[config.mk]
export PLATFORM = sky130hd
export DESIGN_NAME = fpu_request_scheduler
export DESIGN_NICKNAME = d
export VERILOG_FILES = /design/src/rtl/fpu_sched_pkg.sv /design/src/rtl/rr_arbiter.sv /design/src/rtl/fpu_request_scheduler.sv
export SDC_FILE = /design/constraint.sdc
export NUM_CORES = 1
export LEC_CHECK = 0
export ABC_AREA = 1
export CAP_MARGIN = 0
export CORE_UTILIZATION = 34
export CTS_CLUSTER_DIAMETER = 80
export DETAILED_ROUTE_END_ITERATION = 6
export GPL_ROUTABILITY_DRIVEN = 0
export GPL_TIMING_DRIVEN = 0
export PLACE_DENSITY = 0.76
export SLEW_MARGIN = 5
export SYNTH_ARGS = -nofsm -noshare
export SYNTH_HDL_FRONTEND = slang
export SYNTH_SLANG_ARGS = --single-unit
export TNS_END_PERCENT = 10
[constraint.sdc]
create_clock -name clk -period 1.2 [get_ports clk]
set_input_delay 0.3 -clock clk [delete_from_list [all_inputs] [get_ports clk]]
set_output_delay 0.3 -clock clk [all_outputs]
set_load 0.05 [all_outputs]
[src/rtl/fpu_sched_pkg.sv]
// Shared types and constants for the FPU request scheduler.
package fpu_sched_pkg;

   localparam int unsigned FP_W = 32;

   // FPU control encoding
   localparam logic OP_ADD = 1'b0;
   localparam logic OP_MUL = 1'b1;

   typedef enum logic [1:0] {
      StIdle,
      StExec,
      StResp
   } state_e;

endpackage

[src/rtl/rr_arbiter.sv]
// Combinational round-robin arbiter: first set request at or after ptr, wrapping.
module rr_arbiter #(
   parameter int unsigned NUM_REQ = 2,
   parameter int unsigned ID_W    = 1
) (
   input  logic [NUM_REQ-1:0] req,
   input  logic [ID_W-1:0]    ptr,
   output logic [NUM_REQ-1:0] grant,
   output logic [ID_W-1:0]    grant_idx,
   output logic               any_req
);

   logic            found;
   logic [ID_W-1:0] idx;

   assign any_req = |req;

   // Cyclic scan from ptr; the first hit wins and masks the rest.
   always_comb begin
      grant     = '0;
      grant_idx = '0;
      found     = 1'b0;
      idx       = '0;
      for (int unsigned k = 0; k < NUM_REQ; k++) begin
         idx = ID_W'((32'(ptr) + k) % NUM_REQ);
         if (!found && req[idx]) begin
            found      = 1'b1;
            grant[idx] = 1'b1;
            grant_idx  = idx;
         end
      end
   end

endmodule

[src/rtl/fpu_request_scheduler.sv]
// Round-robin scheduler sharing one combinational FPU between NUM_REQ requesters.
// Operands are held for EXEC_CYCLES cycles, then the result is returned on a
// valid/ready channel tagged with the owning requester index.
module fpu_request_scheduler
   import fpu_sched_pkg::*;
#(
   parameter int unsigned NUM_REQ     = 2,
   parameter int unsigned EXEC_CYCLES = 2,
   parameter int unsigned ID_W        = 1
) (
   input  logic                    clk,
   input  logic                    rst,
   input  logic [NUM_REQ-1:0]      req_valid,
   output logic [NUM_REQ-1:0]      req_ready,
   input  logic [NUM_REQ-1:0]      req_op,
   input  logic [FP_W*NUM_REQ-1:0] req_a,
   input  logic [FP_W*NUM_REQ-1:0] req_b,
   output logic                    resp_valid,
   input  logic                    resp_ready,
   output logic [ID_W-1:0]         resp_id,
   output logic [FP_W-1:0]         resp_result,
   output logic [FP_W-1:0]         fpu_a,
   output logic [FP_W-1:0]         fpu_b,
   output logic                    fpu_control,
   input  logic [FP_W-1:0]         fpu_result,
   output logic                    busy
);

   localparam int unsigned CNT_W = (EXEC_CYCLES > 1) ? $clog2(EXEC_CYCLES) : 1;

   state_e             state_q, state_d;
   logic [ID_W-1:0]    ptr_q, ptr_d;
   logic [CNT_W-1:0]   cnt_q, cnt_d;
   logic [FP_W-1:0]    op_a_q, op_a_d;
   logic [FP_W-1:0]    op_b_q, op_b_d;
   logic               op_ctl_q, op_ctl_d;
   logic [ID_W-1:0]    id_q, id_d;
   logic [FP_W-1:0]    result_q, result_d;

   logic [NUM_REQ-1:0] grant;
   logic [ID_W-1:0]    grant_idx;
   logic               any_req;

   rr_arbiter #(
      .NUM_REQ (NUM_REQ),
      .ID_W    (ID_W)
   ) u_arb (
      .req       (req_valid),
      .ptr       (ptr_q),
      .grant     (grant),
      .grant_idx (grant_idx),
      .any_req   (any_req)
   );

   // Next-state logic: grant and latch in IDLE, count down in EXEC, wait for handshake in RESP.
   always_comb begin
      state_d   = state_q;
      ptr_d     = ptr_q;
      cnt_d     = cnt_q;
      op_a_d    = op_a_q;
      op_b_d    = op_b_q;
      op_ctl_d  = op_ctl_q;
      id_d      = id_q;
      result_d  = result_q;
      req_ready = '0;
      unique case (state_q)
         StIdle: begin
            if (any_req && !rst) begin
               req_ready = grant;
               for (int unsigned i = 0; i < NUM_REQ; i++) begin
                  if (grant[i]) begin
                     op_a_d   = req_a[i*FP_W +: FP_W];
                     op_b_d   = req_b[i*FP_W +: FP_W];
                     op_ctl_d = req_op[i];
                  end
               end
               id_d = grant_idx;
               if (32'(grant_idx) == NUM_REQ - 1) begin
                  ptr_d = '0;
               end else begin
                  ptr_d = grant_idx + 1'b1;
               end
               cnt_d   = CNT_W'(EXEC_CYCLES - 1);
               state_d = StExec;
            end
         end
         StExec: begin
            if (cnt_q == '0) begin
               result_d = fpu_result;
               state_d  = StResp;
            end else begin
               cnt_d = cnt_q - 1'b1;
            end
         end
         StResp: begin
            if (resp_ready) begin
               state_d = StIdle;
            end
         end
         default: state_d = StIdle;
      endcase
   end

   // State and datapath registers; reset discards any operation in flight.
   always_ff @(posedge clk) begin
      if (rst) begin
         state_q  <= StIdle;
         ptr_q    <= '0;
         cnt_q    <= '0;
         op_a_q   <= '0;
         op_b_q   <= '0;
         op_ctl_q <= 1'b0;
         id_q     <= '0;
         result_q <= '0;
      end else begin
         state_q  <= state_d;
         ptr_q    <= ptr_d;
         cnt_q    <= cnt_d;
         op_a_q   <= op_a_d;
         op_b_q   <= op_b_d;
         op_ctl_q <= op_ctl_d;
         id_q     <= id_d;
         result_q <= result_d;
      end
   end

   // FPU inputs come straight from the operand registers so they stay stable through EXEC.
   assign fpu_a       = op_a_q;
   assign fpu_b       = op_b_q;
   assign fpu_control = op_ctl_q;
   assign resp_valid  = (state_q == StResp);
   assign resp_id     = id_q;
   assign resp_result = result_q;
   assign busy        = (state_q != StIdle);

endmodule

==> impl_metrics.csv <==
group,metric,value,unit
grt,grt_start_max_net_pins,18,
floorplan,dieWidth,118,um
synthesis,avgSynthCellArea,6.83,um^2
timing,slew_violations,0,
critical_path,r2r-end,"fpu_a[17]$_SDFFE_PP0P_",
timing,timing.final.crit_share,1.46,
routing,ant_nets,0,
critical_path,worstPathArrival,1450,ps
timing,max_freq,572,MHz
synthesis,netlist_area,4600,um^2
status,run_status,"finished, violations left",
timing,fin_skew,9.69,ps
routing,top_layer,"met4",
hold_path,min_to,"fpu_b[30]$_SDFFE_PP0P_",
floorplan,die-area,14000,um^2
floorplan,std_cell_rows,42,
routing,wl_met3,1.04,mm
cells_and_area,antenna_cells,0,
synthesis,yosys.cell_types.count,18,
hold_path,min-delay-start,"fpu_b[30]$_SDFFE_PP0P_",
floorplan,core,13200,um^2
power,seqPwrFrac,0.355,
synthesis,ys_ff_latch,102,
synthesis,synthCells,673,
clock_network,clk_pin_slew_worst_paths,70,ps
critical_path,crit_type,"reg2out",
critical_path,end_kind,"primary output",
critical_path,crit_fanout,3,
clock_network,root_buffer,"clkbuf_16",
grt,grt_use_total,0.231,
place,hpwl,12.1,mm
critical_path,r2r-start,"state_q[0]$_SDFFE_PP0P_",
clock_network,ctsHoldBuffers,0,
clock_network,cts_buffers,9,
cells_and_area,nets,1138,
critical_path,ff2ff_setup_slack,-250,ps
power,p_sw_frac,0.358,
place,port_buffers,268,
synthesis,synth_nets,840,
critical_path,reg2reg_depth,8,
cells_and_area,area_growth,79.4,%
hold_path,min_path_cells,2,
cells_and_area,stdcell_count,1152,
clock_network,clkSinkCount,102,
routing,met1Wirelength,6.99,mm
floorplan,start_util,0.348,
clock_network,htreeDepth,3,
status,violations,"negative setup slack",
synthesis,ys_seq_area_frac,0.444,
cells_and_area,fillers,1226,
routing,viasPerCell,4.78,
clock_network,clock_latency,340,ps
power,power,11000,uW
routing,wl_met2,8.08,mm
power,cellInternalPower,7090,uW
timing,finalWorstSetupSlack,-548,ps
routing,drcViolationCount,0,
grt,overflow,0,
power,powerDensity,1340,nW/um^2
routing,drt-total-wl,16.5,mm
power,leakage,0.00356,uW
timing,maxSlewHeadroom,0.700,
grt,antenna_found_initial,0,
clock_network,cts_max_path_buffers,2,
grt,grt_pass1_wl,25.7,mm
timing,setup_violations,101,
critical_path,crit_required,900,ps
grt,grt_pass1_vias,5119,
hold_path,min_path_type,"reg2reg",
power,switching_power,3950,uW
floorplan,io-pin-count,269,
power,p_comb_frac,0.376,
cells_and_area,layout_common_cells,"285 x nand2_1, 164 x clkdlybuf4s50_1, 98 x nand3_1",
run,max_cap_violations,0,
place,place_inst,1117,
routing,dr_total_vias,5506,
routing,drt_iter0_drc,259,
cells_and_area,drive_above_1_share,0.251,
timing,hold_viol_final,0,
power,irDropWorstVdd,0.000712,V
clock_network,cts_tree,"built",
synthesis,yosysWarnings,0,
critical_path,worst_setup_path_start_kind,"flop",
routing,dr.pass1.iters,4,
routing,wire_per_inst,14.3,um
timing,tightest_slew,449,ps
power,clkPwrFrac,0.269,
cells_and_area,final_common_cell,"nand2_1",
timing,rsz0062_at_grt,"true",
floorplan,die_h,118,um
timing,fin_crit,1750,ps
[metal layers]
layer	global-route usage	up-vias
li1	-	2771
met1	0.276	2508
met2	0.401	201
met3	0.0425	26
met4	0.101	0
met5	0	-
[synthesized netlist by cell type (all sizes together)]
cell type	number	area share
inv	8	0.0065
o31ai	1	0.0016
a21oi	98	0.11
nand2	300	0.25
o21ai	3	0.0041
nor2	8	0.0093
nand3	98	0.11
buf	35	0.045
clkbuf	20	0.016
dfxtp	102	0.44
[layout make-up]
| type | count | area, um^2 | share of cell area |
|---|---|---|---|
| Clock buffer | 10 | 229 | 0.0278 |
| Inverter | 8 | 33.8 | 0.00410 |
| Multi-Input combinational cell | 508 | 2290 | 0.278 |
| Buffer | 55 | 410 | 0.0498 |
| Timing Repair Buffer | 287 | 2910 | 0.353 |
| Tap cell | 176 | 220 | 0.0267 |
| Clock inverter | 6 | 70.1 | 0.00850 |
| Sequential cell | 102 | 2080 | 0.252 |
[worst max-delay path, cell delays in order (launching register included)]
cell and delay [ps]:
dfxtp_4 360, nor2_4 150, o21ai_2 100, nor2_4 110, buf_8 110, nand2_4 40, clkinvlp_4 80, buf_8 150
[power groups by stage]
stage               Sequential (uW)  Combinational (uW)  Clock (uW)
global route                   3950                4430        3170
CTS                            3880                3980        3040
global placement               3920                3790           0
floorplan                      4900                1310           0
finish                         3920                4150        2970
detailed placement             3930                3810           0
[logic make-up (layout without fill, tap and decap cells)]
group,after synthesis,in the layout,share of synthesized area
buffers and inverters,63,366,0.0681
AOI/OAI and AO/OA,102,102,0.121
DFF,102,102,0.444
and+or+nand+nor,406,406,0.367
[through the flow]
stage	TNS [ps]	instance area (um^2)	utilization	hold slack (ps)	setup WS [ps]
3_3_place_gp	-88450	7530	0.571	448	-1550
4_1_cts	-16990	7920	0.600	461	-577
2_1_floorplan	-444	4630	-	447	-177
3_5_place_dp	-89400	7530	0.571	451	-1550
6_report	-15750	8240	0.625	465	-548
5_1_grt	-23990	8240	0.625	479	-601
[flip-flops by register name, indices dropped and copies added, names as in the netlist]
name and flops:
cnt_q 1, resp_id 1, ptr_q 1, state_q 2, fpu_control 1, resp_result 32, fpu_b 32, fpu_a 32
[worst max-delay path by stage]
stage | from | endpoint
2_1_floorplan | state_q[0]$_SDFFE_PP0P_ | req_ready[1]
3_3_place_gp | req_valid[0] | req_ready[0]
3_5_place_dp | req_valid[0] | req_ready[0]
4_1_cts | state_q[1]$_SDFFE_PP0P_ | req_ready[0]
5_1_grt | state_q[0]$_SDFFE_PP0P_ | req_ready[0]
6_report | state_q[0]$_SDFFE_PP0P_ | req_ready[0]
[timing repair]
item,CTS,global route
setup endpoints to repair,202,177
gates resized for setup,686,108
pin swaps,6,4
buffers inserted,13,6
Note: power is estimated with default switching activity, not from simulation.
